[src/rtl/stopwatch_ctrl.sv]
// Stopwatch control: button conditioning, mode FSM and tenth-second timebase.
// Raw buttons pass through a 2-FF synchronizer and a debounce counter; a
// debounced rising edge becomes a one-cycle command. The FSM consumes the
// highest-priority armed command and drives tick/clear/display_en for the
// downstream BCD digit chain.
// The outputs carry no handshake: tick and clear are one-cycle strobes that
// the digit chain must act on in the cycle they are high. display_en is a level.
module stopwatch_ctrl #(
    parameter int unsigned DEB_CYCLES = 500000,
    parameter int unsigned TICK_DIV   = 5000000,
    parameter int unsigned CNT_W      = 32
) (
    input  logic       clk,
    input  logic       rst,
    input  logic       ButtonIniciar,
    input  logic       ButtonReset,
    input  logic       ButtonContar,
    input  logic       ButtonPausar,
    input  logic       ButtonParar,
    output logic       tick,
    output logic       clear,
    output logic       display_en,
    output logic [2:0] state
);

    // Button lane order: 0 arm, 1 reset, 2 count, 3 pause, 4 stop.
    localparam int unsigned NB = 5;
    localparam logic [CNT_W-1:0] DEB_LAST  = CNT_W'(DEB_CYCLES - 1);
    localparam logic [CNT_W-1:0] TICK_LAST = CNT_W'(TICK_DIV - 1);

    typedef enum logic [2:0] {
        IDLE    = 3'b000,
        CLEARED = 3'b001,
        RUNNING = 3'b010,
        PAUSED  = 3'b011,
        STOPPED = 3'b100
    } state_e;

    typedef enum logic [2:0] {
        CMD_NONE,
        CMD_RESET,
        CMD_STOP,
        CMD_PAUSE,
        CMD_COUNT
    } cmd_e;

    logic [NB-1:0]    raw_w;
    logic [NB-1:0]    sync1_q, sync2_q;
    logic [NB-1:0]    lvl_q, lvl_d;
    logic [CNT_W-1:0] deb_cnt_q [NB];
    logic [CNT_W-1:0] deb_cnt_d [NB];
    // Only the four command buttons need edge detection; the arm switch is a level.
    logic [3:0]       lvl_prev_q;
    logic [3:0]       cmd_q;
    logic             arm_w;
    cmd_e             cmd_sel;

    state_e           state_q, state_d;
    logic [CNT_W-1:0] presc_q, presc_d;
    logic             tick_q, tick_d;
    logic             clear_q, clear_d;

    assign raw_w = {ButtonParar, ButtonPausar, ButtonContar, ButtonReset, ButtonIniciar};
    assign arm_w = lvl_q[0];

    // Debounce: count cycles while the synchronized value disagrees with the
    // debounced level; any agreement restarts the count, so bounces never flip it.
    always_comb begin
        lvl_d = lvl_q;
        for (int i = 0; i < NB; i++) begin
            deb_cnt_d[i] = '0;
            if (sync2_q[i] != lvl_q[i]) begin
                if (deb_cnt_q[i] == DEB_LAST) begin
                    lvl_d[i] = sync2_q[i];
                end else begin
                    deb_cnt_d[i] = deb_cnt_q[i] + CNT_W'(1);
                end
            end
        end
    end

    // Input pipeline: synchronizers, debounce counters, levels and command pulses.
    always_ff @(posedge clk or posedge rst) begin
        if (rst) begin
            sync1_q    <= '0;
            sync2_q    <= '0;
            lvl_q      <= '0;
            lvl_prev_q <= '0;
            cmd_q      <= '0;
            for (int i = 0; i < NB; i++) begin
                deb_cnt_q[i] <= '0;
            end
        end else begin
            sync1_q    <= raw_w;
            sync2_q    <= sync1_q;
            lvl_q      <= lvl_d;
            lvl_prev_q <= lvl_q[4:1];
            cmd_q      <= lvl_q[4:1] & ~lvl_prev_q;
            for (int i = 0; i < NB; i++) begin
                deb_cnt_q[i] <= deb_cnt_d[i];
            end
        end
    end

    // Pick one command per cycle (reset > stop > pause > count); unarmed
    // commands are dropped outright rather than held for later.
    always_comb begin
        cmd_sel = CMD_NONE;
        if (arm_w) begin
            if (cmd_q[0])      cmd_sel = CMD_RESET;
            else if (cmd_q[3]) cmd_sel = CMD_STOP;
            else if (cmd_q[2]) cmd_sel = CMD_PAUSE;
            else if (cmd_q[1]) cmd_sel = CMD_COUNT;
        end
    end

    // Next-state logic for the mode FSM and the clear strobe.
    always_comb begin
        state_d = state_q;
        clear_d = 1'b0;
        case (cmd_sel)
            CMD_RESET: begin
                state_d = CLEARED;
                clear_d = 1'b1;
            end
            CMD_STOP: begin
                if (state_q == RUNNING || state_q == PAUSED) state_d = STOPPED;
            end
            CMD_PAUSE: begin
                if (state_q == RUNNING) state_d = PAUSED;
            end
            CMD_COUNT: begin
                if (state_q == CLEARED || state_q == PAUSED || state_q == STOPPED) state_d = RUNNING;
            end
            default: ;
        endcase
    end

    // Prescaler: runs in RUNNING and PAUSED (lap keeps time), holds otherwise.
    // A reset command zeroes it and suppresses the tick so clear and tick never overlap.
    always_comb begin
        presc_d = presc_q;
        tick_d  = 1'b0;
        if (cmd_sel == CMD_RESET) begin
            presc_d = '0;
        end else if (state_q == RUNNING || state_q == PAUSED) begin
            if (presc_q == TICK_LAST) begin
                presc_d = '0;
                tick_d  = 1'b1;
            end else begin
                presc_d = presc_q + CNT_W'(1);
            end
        end
    end

    // State, prescaler and output strobe registers.
    always_ff @(posedge clk or posedge rst) begin
        if (rst) begin
            state_q <= IDLE;
            presc_q <= '0;
            tick_q  <= 1'b0;
            clear_q <= 1'b0;
        end else begin
            state_q <= state_d;
            presc_q <= presc_d;
            tick_q  <= tick_d;
            clear_q <= clear_d;
        end
    end

    assign tick       = tick_q;
    assign clear      = clear_q;
    assign display_en = (state_q == CLEARED) || (state_q == RUNNING);
    assign state      = state_q;

endmodule

[config.mk]
export PLATFORM = sky130hd
export DESIGN_NAME = stopwatch_ctrl
export DESIGN_NICKNAME = d
export VERILOG_FILES = /design/src/rtl/stopwatch_ctrl.sv
export SDC_FILE = /design/constraint.sdc
export NUM_CORES = 1
export LEC_CHECK = 0
export CAP_MARGIN = 0
export CORE_ASPECT_RATIO = 1.4
export CORE_UTILIZATION = 45
export DETAILED_ROUTE_END_ITERATION = 8
export GPL_TIMING_DRIVEN = 0
export PLACE_DENSITY = 0.65
export SYNTH_ARGS = -nofsm -noshare
export SYNTH_HDL_FRONTEND = slang
export SYNTH_SLANG_ARGS = --single-unit
[constraint.sdc]
create_clock -name clk -period 16.26 [get_ports clk]
set_input_delay 1.626 -clock clk [delete_from_list [all_inputs] [get_ports clk]]
set_output_delay 1.626 -clock clk [all_outputs]
set_load 0.03 [all_outputs]
# After elaboration in Yosys (flattened, before gate mapping)

Cells that the tools add are included.

Bitwise gates (word level): 2
Multiply operators: 0
Mux-type cells: 26
Order comparisons: 0
Divide/modulo/power cells: 0
Reductions and logical operators: 12
Add/sub/neg operators: 6
Shifts and indexed selects: 0
Equal/unequal tests: 22

Operator list:

| cell                                                  | number |
|---|---|
| 2-to-1 mux 32 bit                                     | 13 |
| adder 32 x 1 -> 32 bit, second input constant         | 6 |
| equality test 32 x 19 -> 1 bit, second input constant | 5 |
| equality test 32 x 23 -> 1 bit, second input constant | 1 |
| 2-to-1 mux 3 bit                                      | 8 |
| equality test 3 x 2 -> 1 bit, second input constant   | 4 |
| case mux 3 bit (4 select lines)                       | 1 |
| AND reduction 2 bit                                   | 5 |
| equality test 3 x 1 -> 1 bit, second input constant   | 2 |
| equality test 3 bit, second input constant            | 2 |
| != test 2 bit, second input constant                  | 3 |
| != test 1 bit                                         | 5 |
| bitwise AND 4 bit                                     | 1 |
| logical OR 1 bit                                      | 4 |
| 2-to-1 mux 1 bit                                      | 4 |
| inverter 4 bit                                        | 1 |
| AND reduction 4 bit                                   | 1 |
| nonzero test 4 bit                                    | 1 |
| nonzero test 2 bit                                    | 1 |

Bits in read-only memories: 0
Output and inout bits: 6
Register bits: 220
Word-level logic and storage cells: 86
Bits in latches: 0
Memories: 0
Input bits: 7
RAM bits: 0

# Depth between registers and ports, before layout

Depth after elaboration: 8
Depth in mapped cells: 8
Depth with buffers taken out: 6

# Least setup slack after synthesis

No wires, ideal clock.

Kind: register to output
Start point: register state_q[1] (netlist: state[1])
End point: output port display_en
Data arrival time: 1119 ps
Data required time: 14634 ps
Path slack: 13515 ps
Stages on the path, launching flop included: 3
Path buffers: 0
Cell sequence: dfrtp_1 xnor2_1 nor2_1

Longest elaborated chain between the ends: 2
Elaborated cells on any way between the ends: 3
Those cells by class: eq/ne (2); reduce/logical (1)

Ends and longest elaborated chain:

| element                                                                             | line | source |
|---|---|---|
| from (decl)                                                                         | 58   | `state_e state_q, state_d;` |
| from (signal assigned)                                                              | 164  | `state_q <= state_d;` |
| equality test 3 x 1 -> 1 bit / equality test 3 x 2 -> 1 bit (equally long branches) | 173  | `assign display_en = (state_q == CLEARED) \|\| (state_q == RUNNING);` |
| logical OR 1 bit *                                                                  | 173  |  |
| to (decl)                                                                           | 22   | `output logic display_en,` |

Mark *: on every way between the ends. The rest lies on a longest branch, timed or not.

# Worst setup path in the final report

Same ends and word-level chain as after synthesis.

==> results by group <==
Die
  – Full die area: 24400 sq um
  – Rows: 66
  – Initial Util: 45.94%
  – Io pins: 13
  – Die Height: around 180 um
  – Area of the core: 23290 sq um
  – Die width: 132.3 um

STA
  – Slew @ Worst Pin: 1.128 ns
  – Final worst-path cycle share: 21.46%
  – Relative slew slack: 24.23%
  – Final hold vios: 0
  – Hold Slack: 0.3366 ns
  – Worst Clk Skew: 0.01720 ns
  – Final worst slack: approximately 13 ns
  – Final Setup Violations: 0
  – Maximum clock rate: 286.6 MHz
  – RSZ-0062 raised after global routing: no
  – Final TNS setup: 0 ns
  – Final min period: 3.489 ns
  – Max Slew Vio Count: 0

Synthesis
  – Predominant post-synthesis flop cell: dfrtp_1
  – Post-synth top area share: just over 50%
  – Largest area contributor in the netlist: dfrtp_1
  – Distinct cells, synth: 49
  – FF+latch count, synth: 220
  – Average size of a mapped cell: ~9.7 sq um
  – Syn Nets: between 1000 and 1500
  – Number of flops mapped to enable cells by yosys: 0
  – Register area share after synthesis: 51.46%
  – Post-Syn Area: 10700 sq um
  – Yosys warns: 0
  – Synth area leaders: dfrtp_1 (51%), xor2_1 (9.2%), nor2_1 (7.6%)
  – Gate Count Post-Synth: 1100
  – Asr flop ratio synth: 100.0%

Critical path
  – Reg2Reg Setup Slack: roughly 14 ns
  – Reg2reg start: presc_q[25]
  – Critical Path Sink Type: primary output
  – Critical path origin: state[1]
  – Worst r2r path cells: 7
  – Reg-to-reg critical path endpoint: presc_q[10]
  – Critical path arrival: 1.86 ns
  – Crit Path Class: flop to primary output
  – Critical path required time: 14.63 ns
  – Largest fanout on the critical path: 7
  – Worst setup path end: display_en
  – Crit path launch type: flop

GRT
  – Largest net degree at the start of global routing: between 100 and 150
  – Global-route usage over all layers: 17.72%
  – Vias in the first global route: a little under 8000
  – First-pass GRT wire length: 36.44 mm
  – Initial antenna violation count: 0
  – Total grt overflow: 0

Route
  – DR iter-0 viols: slightly below 400
  – Post-route DRC: 0
  – Final ANT Viol Nets: 0
  – TritonRoute pass-1 iters: 4
  – Vias per Instance: 5.323
  – Routed via count: 7787
  – WL/cell: about 14 um
  – Final WL: 20.45 mm

Clock tree
  – # resized after CTS: 0
  – CTS buffer count: 24
  – Root Buffer: clkbuf_16
  – TritonCTS clock tree: built
  – Post-CTS setup buffers: 0
  – CTS Hold Buffers Added: 0
  – Worst-path clk slew: 0.06 ns
  – Clock tree buffer depth: 3
  – H-tree levels: 1
  – Clk_lat worst skew: 0.52 ns
  – Clock Sinks: 220

Place
  – Final HPWL DP: between 10 and 15 mm
  – Port Buf Inserts: 12
  – GP Congestion: 0.7994
  – Dpl cell area: 11240 sq um
  – Pre-CTS setup slack: around 13 ns

Worst hold path
  – Hold/Removal Path Class: flop to flop
  – Hold Startpoint: sync1_q[3]

Layout
  – Ant diodes: 0
  – Final nets: approximately 1200
  – Cell area after layout: roughly 12000 sq um
  – Share of layout cells above drive strength 1: 5.964%
  – Syn-to-layout area delta: 13.39%

Power and ir drop
  – Pwr dens: 97.53 nW/um^2
  – Peak supply drop: 0.0001046 V
  – Lkg Pwr: 5.127 nW

Run status
  – Status: finished, final reports clean

Job
  – Max cap viols: 0
[layout by cell type (no fill, tap or decap), types with 4 or more instances in the layout]
master / instances
nor4_1: 41
inv_1: 20
clkdlybuf4s50_1: 12
nor2b_1: 5
and3_1: 30
nand3_1: 76
xor2_1: 112
a21oi_1: 12
or3_1: 5
nand2_1: 63
and4_1: 20
o21ai_0: 6
nor4b_1: 9
clkbuf_8: 4
or2_2: 8
clkbuf_16: 25
nand4_1: 70
mux2_2: 6
buf_1: 4
dfrtp_1: 220
clkbuf_1: 37
nor3_1: 24
xnor2_1: 68
clkinv_2: 5
nor2_1: 216
bufinv_16: 5
ha_1: 6
and2_1: 7
[sequential cells by signal (all words and copies together), names as in the netlist]
signal / count
lvl_q: 5
clear: 1
tick: 1
lvl_prev_q: 4
cmd_q: 4
state: 3
deb_cnt_q: 160
sync1_q: 5
sync2_q: 5
presc_q: 32
[cells in the mapped netlist (3+ instances only)]
master,instances
ha_1,6
nor4_1,42
or2_2,8
nand3_1,76
xor2_1,112
nor2_1,216
nor2b_1,5
buf_1,4
nor4b_1,9
dfrtp_1,220
nand4_1,70
a21oi_1,12
mux2_2,6
xnor2_1,68
and4_1,20
or3_1,5
nor3_1,24
inv_1,21
nand2_1,63
and3_1,30
and2_1,7
nand2b_1,3
clkbuf_1,35
nand4b_1,3
o21ai_0,6
[power breakdown]
part	switching, W	total, W	internal, W	leakage, nW
clock network	0.000222	0.000600	0.000378	0.438
logic	0.0000205	0.0000274	0.00000690	1.65
registers	0.00000374	0.000556	0.000552	3.04
[metrics by stage]
step           util, %  std cells  total power, W
6_report         52.10       1463        0.001183
5_1_grt          52.10       1463        0.001228
4_1_cts          52.07       1463        0.001203
3_5_place_dp     48.25       1419       0.0005945
3_3_place_gp     48.10       1418       0.0005933
2_1_floorplan        -       1100       0.0005844
[kinds of logic after synthesis]
family                   after synthesis  share of synthesized area [%]
XOR/XNOR                             180                          14.74
AO/OA/AOI/OAI                         27                          1.485
adder cells (fa/ha/maj)                6                         0.7017
flip-flops                           220                          51.46
buffers and inverters                 62                          2.257
AND/OR/NAND/NOR                      597                          28.55
multiplexers                           8                         0.8186
[per-layer routing]
metal | global-route usage (%) | part of all wire [%] | routed length (um) | up-vias
li1 | - | - | - | 3879
met1 | 21.60 | 45 | 9129 | 3780
met2 | 32.47 | 50 | 10250 | 90
met3 | 2.145 | 3.0 | 605 | 38
met4 | 5.793 | 2.3 | 461 | 0
met5 | 0 | 0 | 0 | -
[worst min path at each step]
stage / slack (ns) / end / cells after the start
final: 0.34 / sync2_q[3] / 0
after global routing: 0.36 / sync2_q[4] / 0
after CTS: 0.34 / sync2_q[3] / 0
after detailed placement: 0.34 / sync2_q[3] / 0
after global placement: 0.34 / sync2_q[1] / 0
after floorplan: 0.33 / sync2_q[0] / 0
[area by class of cell]
class	instances	area, sq um
plain buffers	41	162.7
flip-flops and latches	220	5505
repair buffers	13	147.6
multi-input cells	818	4959
inverters	21	86.33
fillers	2207	11160
clock buffers	31	688.2
well taps	306	382.9
clock inverters	13	200.2
[critical path, stage by stage, from the launching register on]
cell	delay, ns
dfrtp_1	0.45
xnor2_1	0.16
nor2_1	0.08
clkdlybuf4s50_1	0.67
Note: power is estimated with default switching activity, not from simulation.
